### config.mk
export PLATFORM = sky130hd
export DESIGN_NAME = sdp_ram_pipe
export DESIGN_NICKNAME = d
export VERILOG_FILES = /design/src/rtl/sdp_ram_pipe.sv
export SDC_FILE = /design/constraint.sdc
export NUM_CORES = 1
export LEC_CHECK = 0
export CAP_MARGIN = 5
export CORE_UTILIZATION = 27
export CTS_CLUSTER_SIZE = 8
export DETAILED_ROUTE_END_ITERATION = 12
export GPL_ROUTABILITY_DRIVEN = 0
export PLACE_DENSITY_LB_ADDON = 0.12
export SLEW_MARGIN = 20
export SYNTH_ARGS = -nofsm -noshare
export SYNTH_HDL_FRONTEND = slang
export SYNTH_SLANG_ARGS = --single-unit
### constraint.sdc
create_clock -name clk -period 4.54 [get_ports clk]
set_clock_uncertainty 0.2 [all_clocks]
set_input_delay 1.362 -clock clk [delete_from_list [all_inputs] [get_ports clk]]
set_output_delay 1.362 -clock clk [all_outputs]
set_load 0.01 [all_outputs]
### src/rtl/sdp_ram_pipe.sv
// sdp_ram_pipe: simple dual-port RAM with byte-lane writes, a zero-clearing
// init sequencer and a 0/1/2-cycle read pipeline with selectable
// same-address read-during-write behaviour.
module sdp_ram_pipe #(
   parameter int DATA_WIDTH   = 32,
   parameter int MEM_DEPTH    = 16,
   parameter int BYTE_W       = 8,
   parameter int READ_LATENCY = 1,
   parameter int RDW_MODE     = 0,
   localparam int NB = DATA_WIDTH / BYTE_W,
   localparam int AW = (MEM_DEPTH > 1) ? $clog2(MEM_DEPTH) : 1
) (
   input  logic                  clk,
   input  logic                  rst_n,
   input  logic                  write,
   input  logic [NB-1:0]         write_be,
   input  logic [AW-1:0]         write_addr,
   input  logic [DATA_WIDTH-1:0] write_data,
   input  logic                  read_en,
   input  logic [AW-1:0]         read_addr,
   output logic [DATA_WIDTH-1:0] read_data,
   output logic                  read_valid,
   output logic                  init_done
);

   // ---------------------------------------------------------------
   // Elaboration-time parameter checks
   // ---------------------------------------------------------------
   if ((MEM_DEPTH < 32'sd2) || ((MEM_DEPTH & (MEM_DEPTH - 32'sd1)) != 32'sd0)) begin : g_err_depth
      $error("sdp_ram_pipe: MEM_DEPTH=%0d must be a power of 2 and >= 2", MEM_DEPTH);
   end
   if ((BYTE_W < 32'sd1) || ((DATA_WIDTH % BYTE_W) != 32'sd0)) begin : g_err_bytew
      $error("sdp_ram_pipe: DATA_WIDTH=%0d is not a multiple of BYTE_W=%0d", DATA_WIDTH, BYTE_W);
   end
   if ((READ_LATENCY < 32'sd0) || (READ_LATENCY > 32'sd2)) begin : g_err_lat
      $error("sdp_ram_pipe: READ_LATENCY=%0d must be 0, 1 or 2", READ_LATENCY);
   end

   localparam logic [AW-1:0] LAST_ADDR   = AW'(MEM_DEPTH - 32'sd1);
   localparam logic          WRITE_FIRST = (RDW_MODE != 32'sd0);

   typedef enum logic [0:0] {
      ST_INIT  = 1'b0,
      ST_READY = 1'b1
   } state_t;

   state_t                  state_r;
   state_t                  state_nxt_s;
   logic [AW-1:0]           init_cnt_r;
   logic [AW-1:0]           init_cnt_nxt_s;
   logic                    init_done_r;
   logic                    init_done_nxt_s;

   // Storage is deliberately not reset; only the init sequencer clears it.
   logic [DATA_WIDTH-1:0]   mem_r [MEM_DEPTH];

   logic                    write_accept_s;
   logic                    read_accept_s;
   logic                    collide_s;
   logic [DATA_WIDTH-1:0]   rd_word_s;

   assign write_accept_s = write & init_done_r;
   assign read_accept_s  = read_en & init_done_r;
   assign collide_s      = write_accept_s & read_accept_s & (write_addr == read_addr);
   assign init_done      = init_done_r;

   // Init sequencer next-state: walk every address once, then park in READY.
   always_comb begin
      state_nxt_s    = state_r;
      init_cnt_nxt_s = init_cnt_r;
      case (state_r)
         ST_INIT: begin
            if (init_cnt_r == LAST_ADDR) begin
               state_nxt_s = ST_READY;
            end else begin
               init_cnt_nxt_s = init_cnt_r + AW'(1);
            end
         end
         ST_READY: begin
            state_nxt_s = ST_READY;
         end
         default: begin
            state_nxt_s    = ST_INIT;
            init_cnt_nxt_s = '0;
         end
      endcase
      init_done_nxt_s = (state_nxt_s == ST_READY);
   end

   // Init sequencer state, clear counter and registered init_done.
   always_ff @(posedge clk or negedge rst_n) begin
      if (!rst_n) begin
         state_r     <= ST_INIT;
         init_cnt_r  <= '0;
         init_done_r <= 1'b0;
      end else begin
         state_r     <= state_nxt_s;
         init_cnt_r  <= init_cnt_nxt_s;
         init_done_r <= init_done_nxt_s;
      end
   end

   // Array update: zero-fill while initialising, byte-lane writes afterwards.
   always_ff @(posedge clk) begin
      if (state_r == ST_INIT) begin
         mem_r[init_cnt_r] <= '0;
      end else if (write_accept_s) begin
         for (int i = 0; i < NB; i++) begin
            if (write_be[i]) begin
               mem_r[write_addr][i*BYTE_W +: BYTE_W] <= write_data[i*BYTE_W +: BYTE_W];
            end
         end
      end
   end

   // Word captured by a read: old data, or lane-merged write data on a
   // same-address collision when write-first forwarding is selected.
   always_comb begin
      rd_word_s = mem_r[read_addr];
      for (int i = 0; i < NB; i++) begin
         if (WRITE_FIRST && collide_s && write_be[i]) begin
            rd_word_s[i*BYTE_W +: BYTE_W] = write_data[i*BYTE_W +: BYTE_W];
         end else begin
            rd_word_s[i*BYTE_W +: BYTE_W] = mem_r[read_addr][i*BYTE_W +: BYTE_W];
         end
      end
   end

   if (READ_LATENCY == 32'sd0) begin : g_lat0
      // Combinational read always sees the array before this cycle's write.
      assign read_data  = mem_r[read_addr];
      assign read_valid = read_accept_s;
   end else begin : g_pipe
      logic [DATA_WIDTH-1:0]   data_pipe_r [READ_LATENCY];
      logic [READ_LATENCY-1:0] valid_pipe_r;

      // Read pipeline: data only advances with its valid, so the output holds.
      always_ff @(posedge clk or negedge rst_n) begin
         if (!rst_n) begin
            valid_pipe_r <= '0;
            for (int s = 0; s < READ_LATENCY; s++) begin
               data_pipe_r[s] <= '0;
            end
         end else begin
            valid_pipe_r[0] <= read_accept_s;
            if (read_accept_s) begin
               data_pipe_r[0] <= rd_word_s;
            end
            for (int s = 1; s < READ_LATENCY; s++) begin
               valid_pipe_r[s] <= valid_pipe_r[s-1];
               if (valid_pipe_r[s-1]) begin
                  data_pipe_r[s] <= data_pipe_r[s-1];
               end
            end
         end
      end

      assign read_data  = data_pipe_r[READ_LATENCY-1];
      assign read_valid = valid_pipe_r[READ_LATENCY-1];
   end

endmodule

Word level (Yosys, flattened, before mapping)
Memories as Yosys holds them, arrays and structs flattened. A register that Yosys moved wholly into a read port is not among the register bits.
Index checks and enable logic that the tools add are counted.
{"block": "op_classes", "n_addsub": 1, "n_mul": 0, "div": 0, "order_cmp": 0, "n_eq_ne": 1, "shifts": 0, "mux": 22, "n_bitwise": 4, "reduce_logical": 3}
{"operator": "32-bit two-way mux", "count": 1}
{"operator": "32-bit OR reduction", "count": 1}
{"operator": "1-bit two-way mux", "count": 18}
{"operator": "4-bit two-way mux", "count": 2}
{"operator": "4-bit by 1-bit adder with 4-bit output (second input constant)", "count": 1}
{"operator": "4-bit == test (second input constant)", "count": 1}
{"operator": "1-bit bitwise AND", "count": 2}
{"operator": "1-bit NOT", "count": 2}
{"operator": "1-bit case mux with 2 select lines", "count": 1}
{"operator": "2-bit AND reduction", "count": 1}
{"operator": "1-bit zero test", "count": 1}
{"block": "totals", "ff_bits": 6, "latch_bits": 0, "ramBits": 512, "rom_bits": 0, "input_bits": 48, "out_inout_bits": 34, "word_cells": 35, "mem_count": 1}
{"name": "mem_r", "words": 16, "word_bits": 32, "rd": 1, "rd_ports_with_merged_regs": 1, "write_ports": 1, "line_no": "55", "source": "logic [DATA_WIDTH-1:0] mem_r [MEM_DEPTH];"}

Logic depth before layout (Yosys ltp)
{"block": "depth", "depth_word": 6, "mapped_depth": 7, "mapped_depth_nobuf": 4}

Least setup slack after synthesis
No wires, ideal clock.
{"block": "synth_timing", "kind": "in2reg", "start": "input port write_be[0]", "end": "memory mem_r[4][0], enable pin", "setup_time_ps": 383, "arrival_time_ps": 2904, "required_time_ps": 3957, "setup_slack_ps": 1053, "cell_stages": 6, "n_path_buf": 2, "path_cell_list": "nor4_4 -> nor2_4 -> buf_12 -> mux2i_4 -> buf_6 -> nor3_1"}
{"block": "synth_via", "elab_chain_len": 6, "word_cells_on_any_way": 7, "cone_classes": "mux (6); reduce/logical (1)"}
{"element": "start: declaration", "line_no": "16", "source": "input logic [NB-1:0] write_be,"}
{"element": "1-bit two-way mux *", "line_no": "109", "source": "if (write_be[i]) begin"}
{"element": "1-bit two-way mux *", "line_no": "107", "source": "end else if (write_accept_s) begin"}
{"element": "1-bit two-way mux *", "line_no": "105", "source": "if (state_r == ST_INIT) begin"}
{"element": "1-bit two-way mux (implied by the code) *", "line_no": "110", "source": "mem_r[write_addr][i*BYTE_W +: BYTE_W] <= write_data[i*BYTE_W +: BYTE_W];"}
{"element": "32-bit OR reduction (no line)"}
{"element": "4-bit two-way mux (no line)"}
{"element": "end: declaration", "line_no": "55"}
Every way passes the cells marked *; elsewhere a longest branch is shown, timed or not.

Final worst setup path
{"block": "layout_timing", "start": "input port write", "end": "memory mem_r[9][3], enable pin"}
{"block": "layout_via", "elab_chain_len": 6, "word_cells_on_any_way": 16, "cone_classes": "mux (14); bitwise (1); reduce/logical (1)"}
{"element": "start: declaration", "line_no": "15", "source": "input logic write,"}
{"element": "1-bit bitwise AND *", "line_no": "62", "source": "assign write_accept_s = write & init_done_r;"}
{"element": "1-bit two-way mux", "line_no": "107"}
{"element": "1-bit two-way mux", "line_no": "105"}
{"element": "1-bit two-way mux (implied by the code)", "line_no": "110"}
{"element": "32-bit OR reduction (no line)"}
{"element": "4-bit two-way mux (no line)"}
Marks and branches as above.

==> impl_results.md <==
* Pre-CTS setup slack at 0.385 ns
* Clk Latency, worst-skew pair at 0.59 ns
* Setup slack after layout at 0.990 ns
* CP startpoint: write
* Comb pwr share at a little over 6%
* Net Count, Synth at 1,390
* Relative slew slack at 32.9%
* Vias in the first global route at approximately 13,000
* CP Cell Sequence: clkdlybuf4s50_1, nand2_2, nor2_4, buf_4, mux2i_4, nor3_2
* Placement row count at 104
* Maximum clock insertion buffer count at 3
* Cell count after synthesis at 1,341
* Mux share of post-synthesis cell area at 12.4%
* Total of max-cap violations at 0
* Clock Sink Count at 550
* Area growth syn-to-layout at 22.1%
* I/O Buffers at 81
* R2r startpoint: init_done
* Switching pwr at 2.52 mW
* WL final at 57,200 um
* Clock Pin Slew Worst Setup and Hold Paths at 0.05 ns
* Crit path capture type: register
* Initial Util at 27.3%
* Startpoint types: input port
* Seq pwr share at 48.2%
* Die Y at 287 um
* # hold bufs at CTS at 0
* Drt first-iter violations at 694
* RSZ-0062 raised after global routing: no
* Min Clock Period, post-route at ~3.5 ns
* CTS tree: built
* Slowest Stage Delay on Critical Path at ~0.75 ns
* Synthesized flop and latch total at 550
* Fin Setup TNS at 0 ns
* Levels on crit path at 6
* Crit Path Max Fanout at 16
* Num CTS Buffers at 78
* Nets at 1,562
* Worst reg-to-reg setup slack at 1.74 ns
* Max Clk Rate at 282 MHz
* Setup Buffers After CTS at 0
* GRT overflow at 0
* Crit path kind: input port to register
* Peak VDD IR at 269 uV
* Routed via count at 12,000
* Final Max Tran Viols at 0
* Largest net degree at the start of global routing at 65
* Die Wd at 287 um
* CP max stage cell: mux2i_4
* Post-DR vias/cell at 4.54
* Switching part of the total at a little over a fifth
* Multi-input logic area at about 5300 um^2
* First-pass GRT wire length at 85,200 um
* Total track usage at between 10% and 20%
* CTS root buf: clkbuf_16
* Area of the die at 82,600 um^2
* Worst Hold Slack at 0.276 ns
* CP delay by family, top: buffers and inverters
* Largest family of logic cells by synthesized area: multiplexers
* Leakage power at 9.99 nW
* Synth warnings at 0
* Post-synthesis cell type count at 32
* H-Tree Depth at 3
* Cell Area, Synth at 22,000 um^2
* CP required at 4.61 ns
* R2r endpoint: mem_r[9][3]
* Share of layout cells above drive strength 1 at ~14%
* WHS Path Cells at 2
* DRT Pass-1 Iters at 6
* Register area at 16,300 um^2
* Xor and xnor area share after synthesis at 0.120%
* R2R depth at 5
* Tcrit/Tclk final at approximately four fifths
* Fillers at 7,725
* Setup violations, final at 0
* Post-DP HPWL at 34,700 um
* Top Ports at 82
* Syn avg cell area at 16.4 um^2
* Drt drc at 0
* Post-layout util at approximately a third
* Post-cts resize count at 0
* Clk pwr share at 45.6%
* Post-synthesis adder-cell area fraction at 0.0569%
* Total chip power at 11.7 mW
* Run status: complete, no violations
* Internal power at 9.20 mW
* PwrDens at 437 nW/um^2
* Critical Path AT at between 3 and 4 ns
* Drt wl/cell at roughly 22 um
* Worst min-delay path class: register to register
* Antenna violations before repair at 1
* Final ANT Viol Nets at 0
* WP buf/inv at 2
* Seq/Total Area, Yosys at 74.3%
* Endpoints failing hold at 0
* Slew at the pin closest to its max-slew limit at ~0.99 ns
* Hold EP: read_data[6]
* Hold Startpoint: read_data[6]
* Area fraction in compound gates after synthesis at 3.49%
* Simple-gate portion of the synthesized area at 7.69%
* Core area at 80,500 um^2
-- worst max-delay path by stage --
stage / end / slack (ns)
after CTS: mem_r[11][27] / 1.00
after floorplan: mem_r[4][0] / 1.05
after detailed placement: mem_r[9][4] / 0.38
after global routing: mem_r[8][14] / 0.87
after global placement: mem_r[8][2] / 0.42
final: mem_r[9][3] / 0.99
-- layout make-up --
| cell class | instances | area share, % |
|---|---|---|
| diodes | 2 | 0.0186 |
| clock buffers | 141 | 8.39 |
| inverters | 2 | 0.0280 |
| multi-input cells | 706 | 19.6 |
| flip-flops and latches | 550 | 60.8 |
| well taps | 1060 | 4.94 |
| repair buffers | 175 | 6.17 |
-- routing by layer --
metal  wire [um]  GRT usage, %  up-vias  part of all wire (%)
met5           0             0        -                     0
met4         958          4.14        0                   1.7
met3        1940          2.39       70                   3.4
met2       27700          23.4      206                    48
met1       26700          18.9     6138                    47
li1            -             -     5558                     -
-- layout by cell type, fill, tap and decap left out, drive strengths merged, types with 33 or more instances in the layout --
| master | count |
|---|---|
| nand3 | 77 |
| clkbuf | 141 |
| a22oi | 76 |
| and2 | 33 |
| nand2 | 111 |
| edfxtp | 512 |
| clkdlybuf4s50 | 79 |
| buf | 96 |
| nor3 | 64 |
| mux2i | 262 |
| dfrtp | 38 |
-- worst min-delay path: cells and delay by family, from the launching register on --
| family | cells | cell delay (ns) |
|---|---|---|
| flip-flops | 1 | 0.34 |
| AND/OR/NAND/NOR | 2 | 0.10 |
-- power by group through the flow --
stage	combinational (mW)	sequential, mW	clock, mW
floorplan	0.362	5.76	0
global placement	0.743	5.75	0
detailed placement	0.747	5.75	0
CTS	0.749	5.65	5.52
global route	0.791	5.65	5.70
finish	0.724	5.65	5.35
-- stage by stage --
stage	instances	instance area (um^2)
4_1_cts	2634	26800
3_5_place_dp	2493	24600
2_1_floorplan	1341	22000
3_3_place_gp	2493	24600
6_report	2636	26800
5_1_grt	2634	26800
-- cell families after synthesis --
family,after synthesis
AO/OA/AOI/OAI,113
XOR/XNOR,3
adder cells (fa/ha/maj),1
buffers and inverters,85
flip-flops,550
multiplexers,265
AND/OR/NAND/NOR,324
-- cells in the mapped netlist (all sizes together) --
cell	instances	area, um^2
nor2b	10	62.6
mux2	3	41.3
dfrtp	38	951
a21boi	4	30.0
buf	52	304
nor3	64	430
nor2	7	33.8
mux2i	262	2690
xnor2	2	17.5
and2	33	206
edfxtp	512	15400
nand2	111	419
ha	1	12.5
nand4	21	131
a21oi	32	160
nand3	77	385
a31oi	1	6.26
a22oi	76	571
clkbuf	31	116
xor2	1	8.76
nor4	1	21.3
inv	2	7.51
-- registers in the layout (all words and copies together) (netlist names) --
register / cells
read_data: 32
init_done: 1
read_valid: 1
init_cnt_r: 4
mem_r: 512
Note: power is estimated with default switching activity, not from simulation.
==> variant (same settings) <==
The parameter `DATA_WIDTH` goes from 32 to 64.
--- a/src/rtl/sdp_ram_pipe.sv
+++ b/src/rtl/sdp_ram_pipe.sv
@@ -2,7 +2,7 @@
 // init sequencer and a 0/1/2-cycle read pipeline with selectable
 // same-address read-during-write behaviour.
 module sdp_ram_pipe #(
-   parameter int DATA_WIDTH   = 32,
+   parameter int DATA_WIDTH   = 64,
    parameter int MEM_DEPTH    = 16,
    parameter int BYTE_W       = 8,
    parameter int READ_LATENCY = 1,
Interface: changed (resized read_data, write_be and write_data); port bits go from 82 to 150. No check against the original RTL was run, so the function may have changed too.
==> variant against the original RTL <==
  * Count of clock-buffer cells in the layout up 126
  * Worst setup slack worse by 0.51 ns
  * Worst hold slack better by 0.0045 ns
  * Die area up 95%
  * Sequential cell count up 544
  * Largest cell class unchanged
  * Cell area up 99%
  * Routed wire length up 120%
  * Clock power up 100%
  * Critical endpoint is now mem_r[0][6]$_DFFE_PP_
  * Total power up 100%
  * Critical path type unchanged
  * Area after synthesis up 96%
==> variant: results <==
export IMPL_status="finished clean"
export IMPL_async_reset_ff_frac=0.06399
export IMPL_p_int_mw=18.32
export IMPL_ctsHtreeMaxLevel=4
export IMPL_antennaDiodeCount=0
export IMPL_tightest_slew_ns=0.9489
export IMPL_grt_pass1_vias=25821
export IMPL_pre_cts_ws_ns=-0.3105
export IMPL_largest_reg_flops=1024
export IMPL_clkLatencyLatePin_ns=0.76
export IMPL_seq_power_share=0.478
export IMPL_synth_xor_area_share=0.0006096
export IMPL_dr_wl_met3_mm=6.033
export IMPL_grtUsageMet3=0.03282
export IMPL_synth_mux_area_frac=0.1213
export IMPL_drive_gt1_frac=0.1451
export IMPL_top_layer="met5"
export IMPL_yosysUniqueCellTypes=27
export IMPL_grt_pass1_wl_mm=183.2
export IMPL_crit_slowest_cell="nor4_2"
export IMPL_wirelength_met1_mm=58.71
export IMPL_r2r_setup_slack_ns=1.41
export IMPL_synth_top_cells_by_count="1,024 x edfxtp_1, 518 x mux2i_1, 221 x nand2_1"
export IMPL_met2_length_mm=59.59
export IMPL_p_per_area_nw_per_um2=440.3
export IMPL_ys_seq_area_frac=0.7541
export IMPL_dp_cells=4961
export IMPL_grtUsageMet2=0.2511
export IMPL_cts_inserted_buffers=155
-- variant: how the worst min path moves through the flow --
stage                                   start  slack, ns                        end
finish               read_data[2]$_DFFE_PN0P_       0.28   read_data[2]$_DFFE_PN0P_
global route        read_data[36]$_DFFE_PN0P_       0.32  read_data[36]$_DFFE_PN0P_
CTS                  read_data[2]$_DFFE_PN0P_       0.29   read_data[2]$_DFFE_PN0P_
detailed placement   read_data[2]$_DFFE_PN0P_       0.28   read_data[2]$_DFFE_PN0P_
global placement     read_data[3]$_DFFE_PN0P_       0.28   read_data[3]$_DFFE_PN0P_
floorplan            read_data[0]$_DFFE_PN0P_       0.32   read_data[0]$_DFFE_PN0P_
-- variant: final cells by class --
cell class / instances / area [µm²] / share of cell area
flip-flops and latches: 1094 / 32500 / 0.6078
multi-input cells: 1374 / 9932 / 0.1857
clock buffers: 267 / 4405 / 0.08239
repair buffers: 419 / 3921 / 0.07333
well taps: 2072 / 2592 / 0.04848
clock inverters: 7 / 112.6 / 0.002106
inverters: 2 / 7.507 / 0.0001404
